==> config.mk <==
export PLATFORM = sky130hd
export DESIGN_NAME = muldiv_unit
export DESIGN_NICKNAME = d
export VERILOG_FILES = /design/src/rtl/muldiv_pkg.sv /design/src/rtl/muldiv_sign_fix.sv /design/src/rtl/muldiv_unit.sv
export SDC_FILE = /design/constraint.sdc
export NUM_CORES = 1
export LEC_CHECK = 0
export CORE_AREA = 5 5 116 228
export DETAILED_ROUTE_END_ITERATION = 8
export DIE_AREA = 0 0 121 233
export PLACE_DENSITY = 0.85
export RECOVER_POWER = 25
export SYNTH_ARGS = -nofsm -noshare
export SYNTH_HDL_FRONTEND = slang
export SYNTH_SLANG_ARGS = --single-unit
==> constraint.sdc <==
create_clock -name clk -period 10.1 [get_ports clk]
set_input_delay 1.515 -clock clk [delete_from_list [all_inputs] [get_ports clk]]
set_output_delay 1.515 -clock clk [all_outputs]
set_load 0.02 [all_outputs]
==> src/rtl/muldiv_pkg.sv <==
// Shared encodings for the iterative multiply/divide unit.
package muldiv_pkg;

  localparam int unsigned DEFAULT_WIDTH = 32;

  typedef enum logic [1:0] {
    OP_MULT  = 2'b00,
    OP_MULTU = 2'b01,
    OP_DIV   = 2'b10,
    OP_DIVU  = 2'b11
  } op_e;

  typedef enum logic [2:0] {
    ST_IDLE = 3'd0,
    ST_MUL  = 3'd1,
    ST_DIV  = 3'd2,
    ST_FIX  = 3'd3,
    ST_DONE = 3'd4
  } state_e;

endpackage

==> src/rtl/muldiv_sign_fix.sv <==
// Combinational magnitude/negation helper: two's-complement negate when neg is set.
module muldiv_sign_fix #(
  parameter int unsigned WIDTH = 32
) (
  input  logic [WIDTH-1:0] val,
  input  logic             neg,
  output logic [WIDTH-1:0] res
);

  always_comb begin
    res = neg ? (~val + WIDTH'(1)) : val;
  end

endmodule

==> src/rtl/muldiv_unit.sv <==
// Iterative MIPS multiply/divide unit with HI/LO registers.
// Optional MULDIV_FAST_MUL_EN: single-cycle combinational multiply in the MUL state.
module muldiv_unit import muldiv_pkg::*; #(
  parameter int unsigned      WIDTH   = DEFAULT_WIDTH,
  parameter logic [WIDTH-1:0] DIV0_LO = '1
) (
  input  logic             clk,
  input  logic             rst_n,
  input  logic             start,
  input  logic [1:0]       op,
  input  logic [WIDTH-1:0] src_a,
  input  logic [WIDTH-1:0] src_b,
  input  logic             cancel,
  input  logic             hi_we,
  input  logic             lo_we,
  input  logic [WIDTH-1:0] wr_data,
  output logic [WIDTH-1:0] hi,
  output logic [WIDTH-1:0] lo,
  output logic             busy,
  output logic             done
);

  localparam int unsigned CW = $clog2(WIDTH);

  state_e             state_q, state_d;
  logic [CW-1:0]      cnt_q, cnt_d;
  logic [2*WIDTH-1:0] acc_q, acc_d;
  logic [WIDTH-1:0]   opnd_q, opnd_d;
  logic               neg_res_q, neg_res_d;
  logic               neg_rem_q, neg_rem_d;
  logic               div0_q, div0_d;
  logic               is_div_q, is_div_d;
  logic [WIDTH-1:0]   hi_q, hi_d, lo_q, lo_d;

  logic               signed_op, sign_a, sign_b, accept, last_iter, in_flight;
  logic [WIDTH-1:0]   mag_a, mag_b, quo_fix, rem_fix;
  logic [2*WIDTH-1:0] prod_fix;
  logic [WIDTH:0]     trial;

  assign signed_op = (op == OP_MULT) || (op == OP_DIV);
  assign sign_a    = signed_op & src_a[WIDTH-1];
  assign sign_b    = signed_op & src_b[WIDTH-1];
  assign in_flight = (state_q == ST_MUL) || (state_q == ST_DIV) || (state_q == ST_FIX);
  assign accept    = ((state_q == ST_IDLE) || (state_q == ST_DONE)) && start && !cancel;
  assign last_iter = (cnt_q == CW'(WIDTH - 1));

  muldiv_sign_fix #(.WIDTH(WIDTH)) u_fix_a (.val(src_a), .neg(sign_a), .res(mag_a));
  muldiv_sign_fix #(.WIDTH(WIDTH)) u_fix_b (.val(src_b), .neg(sign_b), .res(mag_b));
  muldiv_sign_fix #(.WIDTH(2*WIDTH)) u_fix_prod (.val(acc_q), .neg(neg_res_q), .res(prod_fix));
  muldiv_sign_fix #(.WIDTH(WIDTH)) u_fix_quo (.val(acc_q[WIDTH-1:0]), .neg(neg_res_q), .res(quo_fix));
  muldiv_sign_fix #(.WIDTH(WIDTH)) u_fix_rem (.val(acc_q[2*WIDTH-1:WIDTH]), .neg(neg_rem_q), .res(rem_fix));

  always_ff @(posedge clk) begin
    if (!rst_n) begin
      state_q   <= ST_IDLE;
      cnt_q     <= '0;
      acc_q     <= '0;
      opnd_q    <= '0;
      neg_res_q <= 1'b0;
      neg_rem_q <= 1'b0;
      div0_q    <= 1'b0;
      is_div_q  <= 1'b0;
      hi_q      <= '0;
      lo_q      <= '0;
    end else begin
      state_q   <= state_d;
      cnt_q     <= cnt_d;
      acc_q     <= acc_d;
      opnd_q    <= opnd_d;
      neg_res_q <= neg_res_d;
      neg_rem_q <= neg_rem_d;
      div0_q    <= div0_d;
      is_div_q  <= is_div_d;
      hi_q      <= hi_d;
      lo_q      <= lo_d;
    end
  end

  always_comb begin
    state_d = state_q;
    case (state_q)
      ST_IDLE, ST_DONE: state_d = accept ? (op[1] ? ST_DIV : ST_MUL) : ST_IDLE;
`ifdef MULDIV_FAST_MUL_EN
      ST_MUL:           state_d = ST_FIX;
`else
      ST_MUL:           if (last_iter) state_d = ST_FIX;
`endif
      ST_DIV:           if (last_iter) state_d = ST_FIX;
      ST_FIX:           state_d = ST_DONE;
      default:          state_d = ST_IDLE;
    endcase
    if (cancel && in_flight) state_d = ST_IDLE;
  end

  always_comb begin
    busy = in_flight;
    done = (state_q == ST_DONE);
    hi   = hi_q;
    lo   = lo_q;
  end

  // acc holds {partial product, multiplier} for MUL and {remainder, dividend/quotient} for DIV
  always_comb begin
    cnt_d     = cnt_q;
    acc_d     = acc_q;
    opnd_d    = opnd_q;
    neg_res_d = neg_res_q;
    neg_rem_d = neg_rem_q;
    div0_d    = div0_q;
    is_div_d  = is_div_q;
    hi_d      = hi_q;
    lo_d      = lo_q;
    trial     = {acc_q[2*WIDTH-1:WIDTH], acc_q[WIDTH-1]} - {1'b0, opnd_q};

    case (state_q)
      ST_MUL: begin
`ifdef MULDIV_FAST_MUL_EN
        acc_d = (2*WIDTH)'(acc_q[WIDTH-1:0]) * (2*WIDTH)'(opnd_q);
`else
        logic [WIDTH:0] add_sum;
        add_sum = {1'b0, acc_q[2*WIDTH-1:WIDTH]} + {1'b0, (acc_q[0] ? opnd_q : {WIDTH{1'b0}})};
        acc_d   = {add_sum, acc_q[WIDTH-1:1]};
        cnt_d   = cnt_q + CW'(1);
`endif
      end
      ST_DIV: begin
        if (!trial[WIDTH]) acc_d = {trial[WIDTH-1:0], acc_q[WIDTH-2:0], 1'b1};
        else               acc_d = {acc_q[2*WIDTH-2:0], 1'b0};
        cnt_d = cnt_q + CW'(1);
      end
      ST_FIX: begin
        if (!cancel) begin
          if (is_div_q) begin
            lo_d = div0_q ? DIV0_LO : quo_fix;
            hi_d = rem_fix;
          end else begin
            hi_d = prod_fix[2*WIDTH-1:WIDTH];
            lo_d = prod_fix[WIDTH-1:0];
          end
        end
      end
      default: ;
    endcase

    if (accept) begin
      cnt_d     = '0;
      is_div_d  = op[1];
      neg_res_d = sign_a ^ sign_b;
      neg_rem_d = sign_a;
      div0_d    = (src_b == '0);
      acc_d     = {{WIDTH{1'b0}}, (op[1] ? mag_a : mag_b)};
      opnd_d    = op[1] ? mag_b : mag_a;
    end

    // MTHI/MTLO take priority over a same-edge commit
    if (hi_we) hi_d = wr_data;
    if (lo_we) lo_d = wr_data;
  end

endmodule
======== Word level (Yosys, flattened, before mapping) ========
Cells that the tools add are included.
Widths: inputs -> output; s select.
word-level totals
  input bits .............................. 104
  register bits ........................... 172
  logic and storage cells ................. 82
cells by class
  bitwise operators ....................... 9
  equal/unequal tests ..................... 9
  multiplexer cells ....................... 24
  $add $sub $neg .......................... 8
  reductions and logical operators ........ 21
operators with widths
  kind                   count
  $mux 32                17
  $add 32x1->32 const B  4
  $mux 64                2
  $not 32->32            4
  $pmux 64 s2            1
  $add 64x1->64 const B  1
  $not 64->64            1
  $add 32x32->33         1
  $sub 33x32->33         1
  $logic_not 32->1       1
  $pmux 3 s3             1
  $reduce_or 2->1        4
  $eq 3x2->1 const B     2
  $ne 2x1->1 const B     3
  $reduce_bool 2->1      3
  $add 5x1->5 const B    1
  $eq 5x5->1 const B     1
  $logic_or 1x1->1       4
  $mux 2                 2
  $reduce_and 2->1       2
  $eq 3x1->1 const B     1
  $eq 3x3->1 const B     1
  $logic_and 1x1->1      3
  $logic_not 3->1        1
  other kinds (8)        9

======== Depth between registers and ports, before layout ========
  depth after elaboration ................. 8
  depth in mapped cells ................... 14

======== Hierarchy ========
A second synthesis with hierarchy kept.
second synthesis, totals
  cells, all modules ...................... 2244
  area total of the unflattened synthesis .. 17272.8 um^2
modules (own cells, without submodules)
  module                          area each (um^2)  times used  cells an instance
  muldiv_unit                     12515.8           1           1642
  muldiv_sign_fix at u_fix_a ...  777.0             4           99
  muldiv_sign_fix at u_fix_prod   1649.1            1           206

======== Least setup slack after synthesis ========
No wires, ideal clock.
  path kind ............................... in2reg
  from .................................... input src_a[4]
  to ...................................... register opnd_q[29]
  required time ........................... 9.966 ns
  stages on the path ...................... 7
  arrival time ............................ 3.657 ns
  slack ................................... 6.310 ns
  path through ............................ or4_1 > or4_1 > nor4_4 > nand2_1 > o41ai_1 > xor2_1 > o221ai_1
between the ends
  word-level cells in the longest chain between the ends .. 4
RTL lines
  what                  line                   text
  start, declared       muldiv_unit.sv:11      input logic [WIDTH-1:0] src_a,
  $not 32->32           muldiv_sign_fix.sv:11  res = neg ? (~val + WIDTH'(1)) : val;
  $add 32x1->32         muldiv_sign_fix.sv:11
  $mux 32               muldiv_sign_fix.sv:11
  $mux 32               muldiv_unit.sv:152     opnd_d = op[1] ? mag_b : mag_a;
  end signal, assigned  muldiv_unit.sv:69      opnd_q <= opnd_d;
  end, declared         muldiv_unit.sv:28      logic [WIDTH-1:0] opnd_q, opnd_d;
Every way passes these cells.
A chain may end at the register's enable or synchronous reset.

======== Worst setup path after layout ========
  from .................................... input cancel
  to ...................................... register acc_q[30]
between the ends
  word-level cells in the longest chain between the ends .. 3
  elaborated cells on any way between the ends .. 4
  those cells by class .................... mux (1); reduce/logical (3)
RTL lines
  what                                                           line               text
  start, declared                                                muldiv_unit.sv:13  input logic cancel,
  $logic_not 1->1 (*)                                            -
  $logic_and 1x1->1 (*)                                          muldiv_unit.sv:44  assign accept = ((state_q == ST_IDLE) || (state_q == ST_DONE)) && start && !cancel;
  $reduce_bool 3->1 (no line) / $mux 32 (equally long branches)  -
  end signal, assigned                                           muldiv_unit.sv:57  acc_q <= '0;
  end signal, assigned                                           muldiv_unit.sv:68  acc_q <= acc_d;
  end, declared                                                  muldiv_unit.sv:27  logic [2*WIDTH-1:0] acc_q, acc_d;
Mark *: on every way between the ends. The rest lies on a longest branch, timed or not.

==> impl_results.md <==
- Outcome: finished with violations
- Violated checks: capacitance limit, slew limit
- CP required: 10.46 ns
- RSZ-0062 raised after global routing: false
- Dpl hpwl: 48900 um
- Reg2reg path depth: 13
- Type of the worst setup path: in -> reg
- Net count after synthesis: 2275
- Crit path capture type: flip-flop
- Core Region: 0.0244 mm2
- Routed Antenna Nets: 0
- Remaining DRCs: 0
- CP dominant cell by count: o21ai_0
- Pre-CTS WS: 5.45 ns
- CTS tree: built
- Clk Latency, worst-skew pair: 0.46 ns
- Pre-antenna DRT Iters: 9
- CP top delay family: buffers and inverters
- Reg-to-reg setup timing slack: 5.57 ns
- Internal Power: 1.41 mW
- FF-to-FF Start: acc_q[31]
- # IOs: 170
- Initial antenna violation count: 2
- Unique masters post-synth: 79
- Tmin final: 5.23 ns
- CP endpoint: acc_q[30]
- Total global routing overflow: 0
- CTS H-tree depth: 4
- Met3 Use GR: 0.0990
- Detailed Route WL: 65700 um
- Mapped Cells: 2099
- GRT met1 Usage: 0.424
- Final worst setup slack: 4.87 ns
- FMAX: 191 MHz
- Global Route Usage Sum: 0.453
- Worst Path Arrival: 5.59 ns
- Rel. slew slack: -0.471
- Pwr/cell area: 140 mW/mm2
- DR vias/cell: 7.00
- Total Neg Setup Slack: 0 ns
- Area leader, netlist: dfxtp_1
- Clock share of power: 0.274
- Switching share of power: 0.418
- Num Clock Sinks: 172
- Port Buffers: 169
- Most used DFF post-synth: dfxtp_1
- Fin crit share: 0.518
- Starting Density: 0.613
- Fin. Hold Viols: 0
- Synthesized area per cell: 7.14 um2
- CTS Hold Bufs: 0
- Width of the die: 121 um
- Proportion of netlist area held by the largest area contributor: 0.230
- Num CTS Buffers: 17
- Initial DRC Count: 1749
- Register area share after synthesis: 0.230
- Max cap viols: 4
- Vias: 17.5k
- Post-CTS Resized: 0
- Worst Hold Class: reg -> reg
- Pin count of the biggest net entering global routing: 99
- Slowest stage delay, CP: 1.46 ns
- Measured slew at the worst slew-check pin: 2.21 ns
- Ys Warns: 0
- Root buffer cell: clkbuf_16
- Setup-failing EPs final: 0
- Die height: 233 um
- Worst reg2reg endpoint: acc_q[38]
- Clock transition at the registers of the reported paths: 0.07 ns
- Peak supply drop: 0.135 mV
- Critical Path Source: cancel
- Detailed-route wire length per cell: 26.2 um
- Crit Path Max Fanout: 41
- #FFs+latches synth: 172
- Core Rows: 81
- Final core occ: 0.706
- Postcts setup bufs: 0
- Sequential power share: 0.328
- Worst clock skew: 0.0150 ns
- Buf+Inv Stages, Crit Path: 2
- CP cell instances: dlygate4sd3_1 > nor4b_1 > clkbuf_1 > nand2_1 > a21oi_1 > o21ai_0 > o21ai_0
- Die footprint: 0.0282 mm2
- GPL Wtd Cong: 1.14
- Logic gate share of total power: 0.398
- Vias in the first global route: 16.9k
- Synth top area cells: dfxtp_1 (23%), a21oi_1 (7.7%), ha_1 (5.8%)
- CP startpoint kind: input pin
- Max stage delay cell, worst path: clkbuf_1
- Layout area overhead: 15.1%
- Max Root-Sink Buffers: 2
- LEAKAGE: 6.56 nW
- Post-Syn Area: 0.0150 mm2
- Asr flop ratio synth: 0
- Layout cell share with drive strength beyond 1: 0.0373
- Most Crowded Layer GR: met2
- Post-synth EDFFs: 0
- Slew Viols, Final: 175
- Switching power: 1.01 mW
- Met2 Usage GRT: 0.779
- Stages on the worst setup path: 7
- Nets: 2333
- First-pass GRT wire length: 97000 um
## cell usage after synthesis (all sizes together), types with 5 or more instances
cell type	count
nand2	233
a21oi	231
nor2	180
o21ai	179
dfxtp	172
clkbuf	130
xor2	88
xnor2	85
ha	70
inv	63
o211ai	61
nand3	46
nand2b	45
nor3	43
o31ai	31
o311ai	29
and3	26
a21boi	25
or3	25
a21o	24
or4	23
a211oi	21
buf	21
o22ai	20
nor4	19
nor2b	18
a31oi	16
o41ai	15
nand4	14
o21a	13
o221ai	13
a41oi	12
and2	9
mux2i	9
or2	9
a22o	7
a311oi	7
nor4b	5
o2111ai	5
o21bai	5
## worst min-delay path by stage
| stage | startpoint | end | slack (ns) | depth (start not counted) |
|---|---|---|---|---|
| after detailed placement | opnd_q[11] | opnd_q[11] | 0.46 | 2 |
| after global placement | cnt_q[4] | cnt_q[4] | 0.45 | 2 |
| final | opnd_q[2] | opnd_q[2] | 0.47 | 2 |
| after floorplan | opnd_q[29] | opnd_q[29] | 0.43 | 2 |
| after CTS | opnd_q[11] | opnd_q[11] | 0.47 | 2 |
| after global routing | opnd_q[3] | opnd_q[3] | 0.49 | 2 |
## metal layers
metal,vias up,share of wire
li1,7782,-
met1,8048,0.30
met2,1199,0.49
met3,495,0.085
met4,0,0.13
met5,-,0
## registers in the layout (all words and copies together), names as in the netlist
name       count
neg_rem_q      1
hi            32
lo            32
state_q        3
acc_q         64
neg_res_q      1
is_div_q       1
div0_q         1
cnt_q          5
opnd_q        32
## metrics by stage
step                cell area (um2)  std cells  power (mW)  hold slack (ns)
finish                        17200       2503        2.42            0.467
global placement              16700       2470        1.69            0.446
global route                  17200       2502        2.50            0.493
floorplan                     15000       2099        1.37            0.433
detailed placement            16700       2470        1.71            0.460
CTS                           17300       2502        2.36            0.467
## power groups by stage
stage,Sequential [mW],Clock [mW],Combinational [mW]
2_1_floorplan,0.787,0,0.581
3_3_place_gp,0.803,0,0.889
3_5_place_dp,0.805,0,0.905
4_1_cts,0.790,0.655,0.914
5_1_grt,0.796,0.687,1.01
6_report,0.795,0.663,0.964
## worst reg2reg max path, stage by stage, from the launching register on
cell,delay (ns)
dfxtp_1,0.46
inv_1,0.14
ha_1,0.25
fa_1,0.41
nor2b_1,0.29
o31ai_1,0.14
buf_4,0.17
a21oi_1,0.18
o2111ai_1,0.15
nand2_1,0.32
o41a_1,0.56
nand2_1,0.66
a211oi_1,0.53
o21ai_0,0.14
## area by class of cell
| type | count | area (um2) |
|---|---|---|
| diodes | 1 | 2.50 |
| clock inverters | 10 | 96.3 |
| repair buffers | 190 | 1820 |
| inverters | 64 | 240 |
| clock buffers | 22 | 484 |
| multi-input cells | 1712 | 10700 |
| well taps | 332 | 415 |
| flip-flops and latches | 172 | 3440 |
| fillers | 2002 | 7180 |
## logic make-up after synthesis
kind of cell	after synthesis	share of synthesized area
flops	172	0.230
xor+xnor	173	0.101
fa+ha+maj	72	0.0611
compound gates	748	0.317
mux	11	0.00752
buf+inv	215	0.0554
simple gates	708	0.228
## cells in the final DEF, fill, tap and decap left out, types with 40 or more instances in the layout
| master | n |
|---|---|
| o21ai_0 | 173 |
| dlygate4sd3_1 | 49 |
| inv_1 | 63 |
| nor3_1 | 40 |
| nand2_1 | 233 |
| dfxtp_1 | 172 |
| clkdlybuf4s50_1 | 117 |
| a21oi_1 | 230 |
| nor2_1 | 178 |
| nand3_1 | 46 |
| xor2_1 | 88 |
| o211ai_1 | 61 |
| ha_1 | 70 |
| xnor2_1 | 85 |
| nand2b_1 | 45 |
(Power assumes the default switching activity.)
